`src/rtl/mem_arb_pkg.sv`:
```
// Shared definitions for the memory port arbiter.
//   arb_state_e       : FSM encoding (ST_IDLE / ST_BUSY)
//   PORT_CORE/PORT_AUX: requester index values (core = 0, auxiliary master = 1)
//   DEFAULT_MAX_WAIT  : default memory wait budget in BUSY cycles
//   STRB_W            : byte-strobe width of the memory port
//   cnt_width()       : wait-counter width needed for a given wait budget
package mem_arb_pkg;

  typedef enum logic {
    ST_IDLE = 1'b0,
    ST_BUSY = 1'b1
  } arb_state_e;

  localparam logic PORT_CORE = 1'b0;
  localparam logic PORT_AUX  = 1'b1;

  localparam int DEFAULT_MAX_WAIT = 16;
  localparam int STRB_W           = 4;

  // The counter only has to reach max_wait-1; keep at least one bit so the
  // degenerate max_wait of 1 or 2 still gives a legal vector.
  function automatic int cnt_width(input int max_wait);
    return (max_wait <= 2) ? 1 : $clog2(max_wait);
  endfunction

endpackage

```
`src/rtl/rr_arbiter2.sv`:
```
// Two-input combinational round-robin pick.
//   req        : request vector, bit i = requester i
//   last_grant : index of the requester granted most recently
//   gnt        : one-hot grant (all zero when nothing is requesting)
// A lone requester always wins; on a tie the requester that did not win
// last time gets the grant.
module rr_arbiter2 (
  input  logic [1:0] req,
  input  logic       last_grant,
  output logic [1:0] gnt
);

  // NOTE: every output of a combinational block gets a default first so no
  // path can leave it unassigned and infer a latch.
  always_comb begin
    gnt = 2'b00;
    case (req)
      2'b01:   gnt = 2'b01;
      2'b10:   gnt = 2'b10;
      2'b11:   gnt = last_grant ? 2'b01 : 2'b10;
      default: gnt = 2'b00;
    endcase
  end

endmodule

```
`src/rtl/mem_port_arbiter.sv`:
```
// Shares the single memory port of the multicycle core between the core
// (port 0) and an auxiliary master (port 1), one transaction at a time.
//   clk, resetn                 : clock, asynchronous active-low reset
//   pX_req/we/addr/wdata/wstrb  : request and its fields, held until pX_gnt
//   pX_gnt                      : combinational accept pulse (IDLE only)
//   pX_rvalid/rdata/err         : registered completion pulse, read data
//                                 (0 for writes/timeouts), timeout flag
//   m_req/we/addr/wdata/wstrb   : memory request, stable for the whole BUSY
//   m_ready, m_rdata            : memory completion with same-cycle data
// A transaction that sees no m_ready for MAX_WAIT BUSY cycles is aborted and
// reported with err=1.
module mem_port_arbiter
  import mem_arb_pkg::*;
#(
  parameter int AW       = 32,
  parameter int DW       = 32,
  parameter int MAX_WAIT = DEFAULT_MAX_WAIT
) (
  input  logic              clk,
  input  logic              resetn,

  input  logic              p0_req,
  input  logic              p0_we,
  input  logic [AW-1:0]     p0_addr,
  input  logic [DW-1:0]     p0_wdata,
  input  logic [STRB_W-1:0] p0_wstrb,
  output logic              p0_gnt,
  output logic              p0_rvalid,
  output logic [DW-1:0]     p0_rdata,
  output logic              p0_err,

  input  logic              p1_req,
  input  logic              p1_we,
  input  logic [AW-1:0]     p1_addr,
  input  logic [DW-1:0]     p1_wdata,
  input  logic [STRB_W-1:0] p1_wstrb,
  output logic              p1_gnt,
  output logic              p1_rvalid,
  output logic [DW-1:0]     p1_rdata,
  output logic              p1_err,

  output logic              m_req,
  output logic              m_we,
  output logic [AW-1:0]     m_addr,
  output logic [DW-1:0]     m_wdata,
  output logic [STRB_W-1:0] m_wstrb,
  input  logic              m_ready,
  input  logic [DW-1:0]     m_rdata
);

  localparam int            CW       = cnt_width(MAX_WAIT);
  localparam logic [CW-1:0] CNT_LAST = CW'(MAX_WAIT - 1);

  arb_state_e        state_q, state_d;
  logic              last_grant_q;
  logic              owner_q;
  logic              we_q;
  logic [AW-1:0]     addr_q;
  logic [DW-1:0]     wdata_q;
  logic [STRB_W-1:0] wstrb_q;
  logic [CW-1:0]     cnt_q;

  logic [1:0]        pick;
  logic              idle;
  logic              busy;
  logic              accept;
  logic              done;
  logic              timeout;
  logic              finish;
  logic [DW-1:0]     result;

  rr_arbiter2 u_rr (
    .req        ({p1_req, p0_req}),
    .last_grant (last_grant_q),
    .gnt        (pick)
  );

  assign idle   = (state_q == ST_IDLE);
  assign busy   = (state_q == ST_BUSY);
  assign accept = idle && (pick != 2'b00);

  // Grants only exist in IDLE, so requests are naturally held off in BUSY.
  assign p0_gnt = idle && pick[0];
  assign p1_gnt = idle && pick[1];

  // m_ready beats the timeout when both land in the same cycle.
  assign done    = busy && m_ready;
  assign timeout = busy && !m_ready && (cnt_q == CNT_LAST);
  assign finish  = done || timeout;
  assign result  = (done && !we_q) ? m_rdata : '0;

  // The memory side is driven straight from the state so it drops the
  // instant the FSM leaves BUSY, including on an asynchronous reset.
  assign m_req   = busy;
  assign m_we    = busy && we_q;
  assign m_addr  = busy ? addr_q  : '0;
  assign m_wdata = busy ? wdata_q : '0;
  assign m_wstrb = busy ? wstrb_q : '0;

  always_comb begin
    state_d = state_q;
    case (state_q)
      ST_IDLE: if (accept) state_d = ST_BUSY;
      ST_BUSY: if (finish) state_d = ST_IDLE;
      default: state_d = ST_IDLE;
    endcase
  end

  // NOTE: sequential state is updated with non-blocking assignments so every
  // register samples pre-edge values regardless of statement order.
  always_ff @(posedge clk or negedge resetn) begin
    if (!resetn) state_q <= ST_IDLE;
    else         state_q <= state_d;
  end

  // NOTE: the latched transaction fields are plain flops, not a memory, so
  // they are reset along with the control state and never show X.
  always_ff @(posedge clk or negedge resetn) begin
    if (!resetn) begin
      last_grant_q <= PORT_AUX;
      owner_q      <= PORT_CORE;
      we_q         <= 1'b0;
      addr_q       <= '0;
      wdata_q      <= '0;
      wstrb_q      <= '0;
      cnt_q        <= '0;
    end else if (accept) begin
      owner_q      <= pick[1];
      last_grant_q <= pick[1];
      we_q         <= pick[1] ? p1_we    : p0_we;
      addr_q       <= pick[1] ? p1_addr  : p0_addr;
      wdata_q      <= pick[1] ? p1_wdata : p0_wdata;
      wstrb_q      <= pick[1] ? p1_wstrb : p0_wstrb;
      cnt_q        <= '0;
    end else if (busy && !finish) begin
      cnt_q        <= cnt_q + CW'(1);
    end
  end

  // Completion pulses last one cycle; read data holds until that port's
  // next completion.
  always_ff @(posedge clk or negedge resetn) begin
    if (!resetn) begin
      p0_rvalid <= 1'b0;
      p0_err    <= 1'b0;
      p0_rdata  <= '0;
      p1_rvalid <= 1'b0;
      p1_err    <= 1'b0;
      p1_rdata  <= '0;
    end else begin
      p0_rvalid <= 1'b0;
      p0_err    <= 1'b0;
      p1_rvalid <= 1'b0;
      p1_err    <= 1'b0;
      if (finish) begin
        if (owner_q == PORT_CORE) begin
          p0_rvalid <= 1'b1;
          p0_err    <= timeout;
          p0_rdata  <= result;
        end else begin
          p1_rvalid <= 1'b1;
          p1_err    <= timeout;
          p1_rdata  <= result;
        end
      end
    end
  end

endmodule

```
`config.mk`:
```
export PLATFORM = sky130hd
export DESIGN_NAME = mem_port_arbiter
export DESIGN_NICKNAME = d
export VERILOG_FILES = /design/src/rtl/mem_arb_pkg.sv /design/src/rtl/rr_arbiter2.sv /design/src/rtl/mem_port_arbiter.sv
export SDC_FILE = /design/constraint.sdc
export NUM_CORES = 1
export LEC_CHECK = 0
export CAP_MARGIN = 20
export CORE_AREA = 2 2 121 123
export DETAILED_ROUTE_END_ITERATION = 10
export DIE_AREA = 0 0 123 125
export DONT_BUFFER_PORTS = 1
export GPL_TIMING_DRIVEN = 0
export PLACE_DENSITY = 0.73
export SLEW_MARGIN = 10
export SYNTH_ARGS = -nofsm -noshare
export SYNTH_HDL_FRONTEND = slang
export SYNTH_SLANG_ARGS = --single-unit
```
`constraint.sdc`:
```
create_clock -name clk -period 1.4 [get_ports clk]
set_clock_uncertainty 0.05 [all_clocks]
set_input_delay 0.28 -clock clk [delete_from_list [all_inputs] [get_ports clk]]
set_output_delay 0.28 -clock clk [all_outputs]
set_load 0.005 [all_outputs]
```
==> impl_metrics.yaml <==
synth:
  synth_area_um2: 6550
  post_synth_fa_ha_maj_area_fraction: 0.00191
  synth_top_area_share: 0.547
  syn_nets: 683
  yosysTopAreaCell: "dfrtp_1"
  synth_compound_area_frac: 0.230
  synthMuxAreaShare: 0
  async_flop_share: 1.00
  synth-xor-area-share: 0
  synth_simple_gate_area_share: 0.155
  synth_common_cells: "dfrtp_1, nand2b_1, and2_1"
  ys_warn_count: 0
  ys_ff_latch: 144
  syn_area_per_cell_um2: 12.9
  synth_edf_count: 0
  ys_types: 30
  synthTopCellsByArea: "dfrtp_1, a32o_1, o221a_2"
  ys.flop_type: "dfrtp_1"
  syn_inst: 507
  synth_top_family_by_area: "compound AO/OA/AOI/OAI gates"
  synth-seq-area-share: 0.551
  yosysMostFrequentCell: "dfrtp_1"
finish:
  multi_input_area_um2: 3050
  seq_area_um2: 3610
  drive_above_1_share: 0.333
  synthToLayoutAreaGrowth_pct: 57.5
  nets: 890
  final_area_um2: 10300
  fillers: 822
  fin_util: 0.726
flow_run:
  drv_cap: 0
place:
  port_buffers: 0
  postPlaceCellArea_um2: 6780
  gp_congestion: 0.812
  place_hpwl_um: 13700
status:
  outcome: "complete, but fails checks"
  violations: "negative hold slack, negative setup slack"
cts:
  cts_buffers: 17
  clk_path_buf_depth: 2
  root_buffer: "clkbuf_16"
  htree_levels: 4
  clk_latency_ns: 0.42
  cts_tree: "done"
  cts_sinks: 144
  path_clk_slew_ns: 0.06
worst_setup_path:
  slowest_delay_ns: 0.49
  required_ns: 1.07
  crit_chain: "buf_8 > buf_8 > buf_8 > and2_4"
  cp-start-kind: "register"
  crit_slowest_cell: "dfrtp_2"
  endpoint_kind: "primary output"
  arrival_ns: 1.50
  critPathMaxFanout: 6
  critical_path_class: "register to primary output"
  cp_common_cell: "buf_8"
route:
  vias: 5874
  wl_um: 25900
  antenna_left: 0
  viasPerCell: 6.43
  wl_per_cell_um: 28.4
  drtIter0Drc: 421
  drc: 0
  first_pass_iters: 5
floorplanning:
  die_w_um: 123
  die_h_um: 125
  core-area_um2: 14200
  die_area_um2: 15400
  io-pin-count: 315
  std_cell_rows: 44
  start_util: 0.461
sta:
  hold_ws_ns: -0.486
  setup_viol: 207
  fin_tns_setup_ns: -53.06
  maxSlewHeadroom: 0.645
  max_freq_ghz: 0.547
  hold_viol: 144
  worst_pin_slew_ns: 0.532
  grt_setup_unrepaired: "true"
  slew_viol_final: 0
  setup_slack_ns: -0.429
  fin_crit_ns: 1.83
  post-route-period-util: 1.31
grt:
  grt_pass1_wl_um: 34100
  grt_overflow: 0
  grt_usage: 0.294
  grt_max_degree: 145
  antenna_found_initial: 2
  grt_pass1_vias: 6058
power:
  p_per_area_nw_per_um2: 1980
  p_leak_nw: 4.38
  ir_drop_v: 0.00108
worst_hold_path:
  min_path_type: "input pin to asynchronous set/reset pin"
==> routing by layer <==
layer,part of all wire,global-route usage,vias to the layer above
met4,0.053,0.120,0
met2,0.52,0.522,439
met3,0.095,0.115,119
li1,-,-,2347
met5,0,0,-
met1,0.33,0.307,2969
==> per-stage QoR <==
| stage | std cells | total power, mW | setup slack, ns |
|---|---|---|---|
| 4_1_cts | 871 | 19.1 | -0.483 |
| 2_1_floorplan | 507 | 10.8 | -0.0186 |
| 5_1_grt | 913 | 21.2 | -0.467 |
| 6_report | 913 | 20.4 | -0.429 |
| 3_5_place_dp | 691 | 12.2 | -0.467 |
| 3_3_place_gp | 691 | 11.9 | -0.450 |
==> final timing paths <==
check                             start           end  slack, ns  cells after the start
setup reg to reg                  m_req    addr_q[26]      -0.37                      7
setup / recovery                  m_req    m_wstrb[1]      -0.43                      4
hold / removal                   resetn     p0_rvalid      -0.49                      0
hold reg to reg            last_grant_q  last_grant_q       0.46                      2
max in group asynchronous        resetn  last_grant_q       1.56                      0
min in group clk            p1_addr[24]    addr_q[24]       0.01                      1
==> layout by cell type, fill, tap and decap left out, types with 2 or more instances in the layout <==
| cell | n |
|---|---|
| and2_4 | 57 |
| bufinv_16 | 3 |
| o221a_1 | 28 |
| inv_2 | 4 |
| inv_6 | 5 |
| buf_8 | 30 |
| clkbuf_4 | 5 |
| buf_6 | 16 |
| nor3_1 | 2 |
| diode_2 | 2 |
| dlygate4sd3_1 | 145 |
| nand3_1 | 4 |
| a32o_1 | 63 |
| buf_12 | 6 |
| and2_1 | 13 |
| o221a_2 | 2 |
| buf_2 | 4 |
| clkinv_4 | 2 |
| o21ai_4 | 2 |
| nand3b_4 | 2 |
| buf_16 | 7 |
| clkbuf_1 | 2 |
| buf_4 | 20 |
| nand2b_1 | 70 |
| inv_1 | 2 |
| nand2_1 | 6 |
| clkbuf_16 | 24 |
| clkinvlp_4 | 3 |
| dfrtp_1 | 142 |
| o221a_4 | 39 |
==> final cells by class <==
type | count | area share
Timing Repair Buffer | 190 | 0.216
Inverter | 6 | 0.00218
Sequential cell | 144 | 0.350
Buffer | 51 | 0.0543
Antenna cell | 2 | 0.000486
Tap cell | 184 | 0.0223
Clock inverter | 13 | 0.0169
Clock buffer | 19 | 0.0430
Multi-Input combinational cell | 304 | 0.295
==> worst max-delay path, delay by kind of cell, from the launching register on <==
kind / cells / cell delay, ns
AND/OR/NAND/NOR: 1 / 0.15
buffers and inverters: 3 / 0.44
flip-flops: 1 / 0.49
==> flip-flops by register name, indices dropped and copies added, names as in the netlist, 4 cells and up <==
signal    cells
addr_q       32
cnt_q         4
wdata_q      32
p1_rdata     32
wstrb_q       4
p0_rdata     32
==> where the power goes <==
group | leakage (nW) | switching, mW | internal, mW
clock | 0.292 | 1.88 | 2.89
combinational | 2.34 | 3.34 | 4.82
sequential | 1.75 | 1.54 | 5.97
==> cell families after synthesis <==
logic type | Yosys count
AO/OA/AOI/OAI | 143
buffers and inverters | 59
AND/OR/NAND/NOR | 160
adder cells (fa/ha/maj) | 1
flip-flops | 144
==> timing repair <==
item,in CTS,in global routing
hold buffers,112,33
resized for setup,155,75
buffers inserted,17,9
hold endpoints to repair,266,176
setup endpoints to repair,211,213
gates cloned,20,4
pin swaps,21,57
Power figures use the tool's default switching activity.
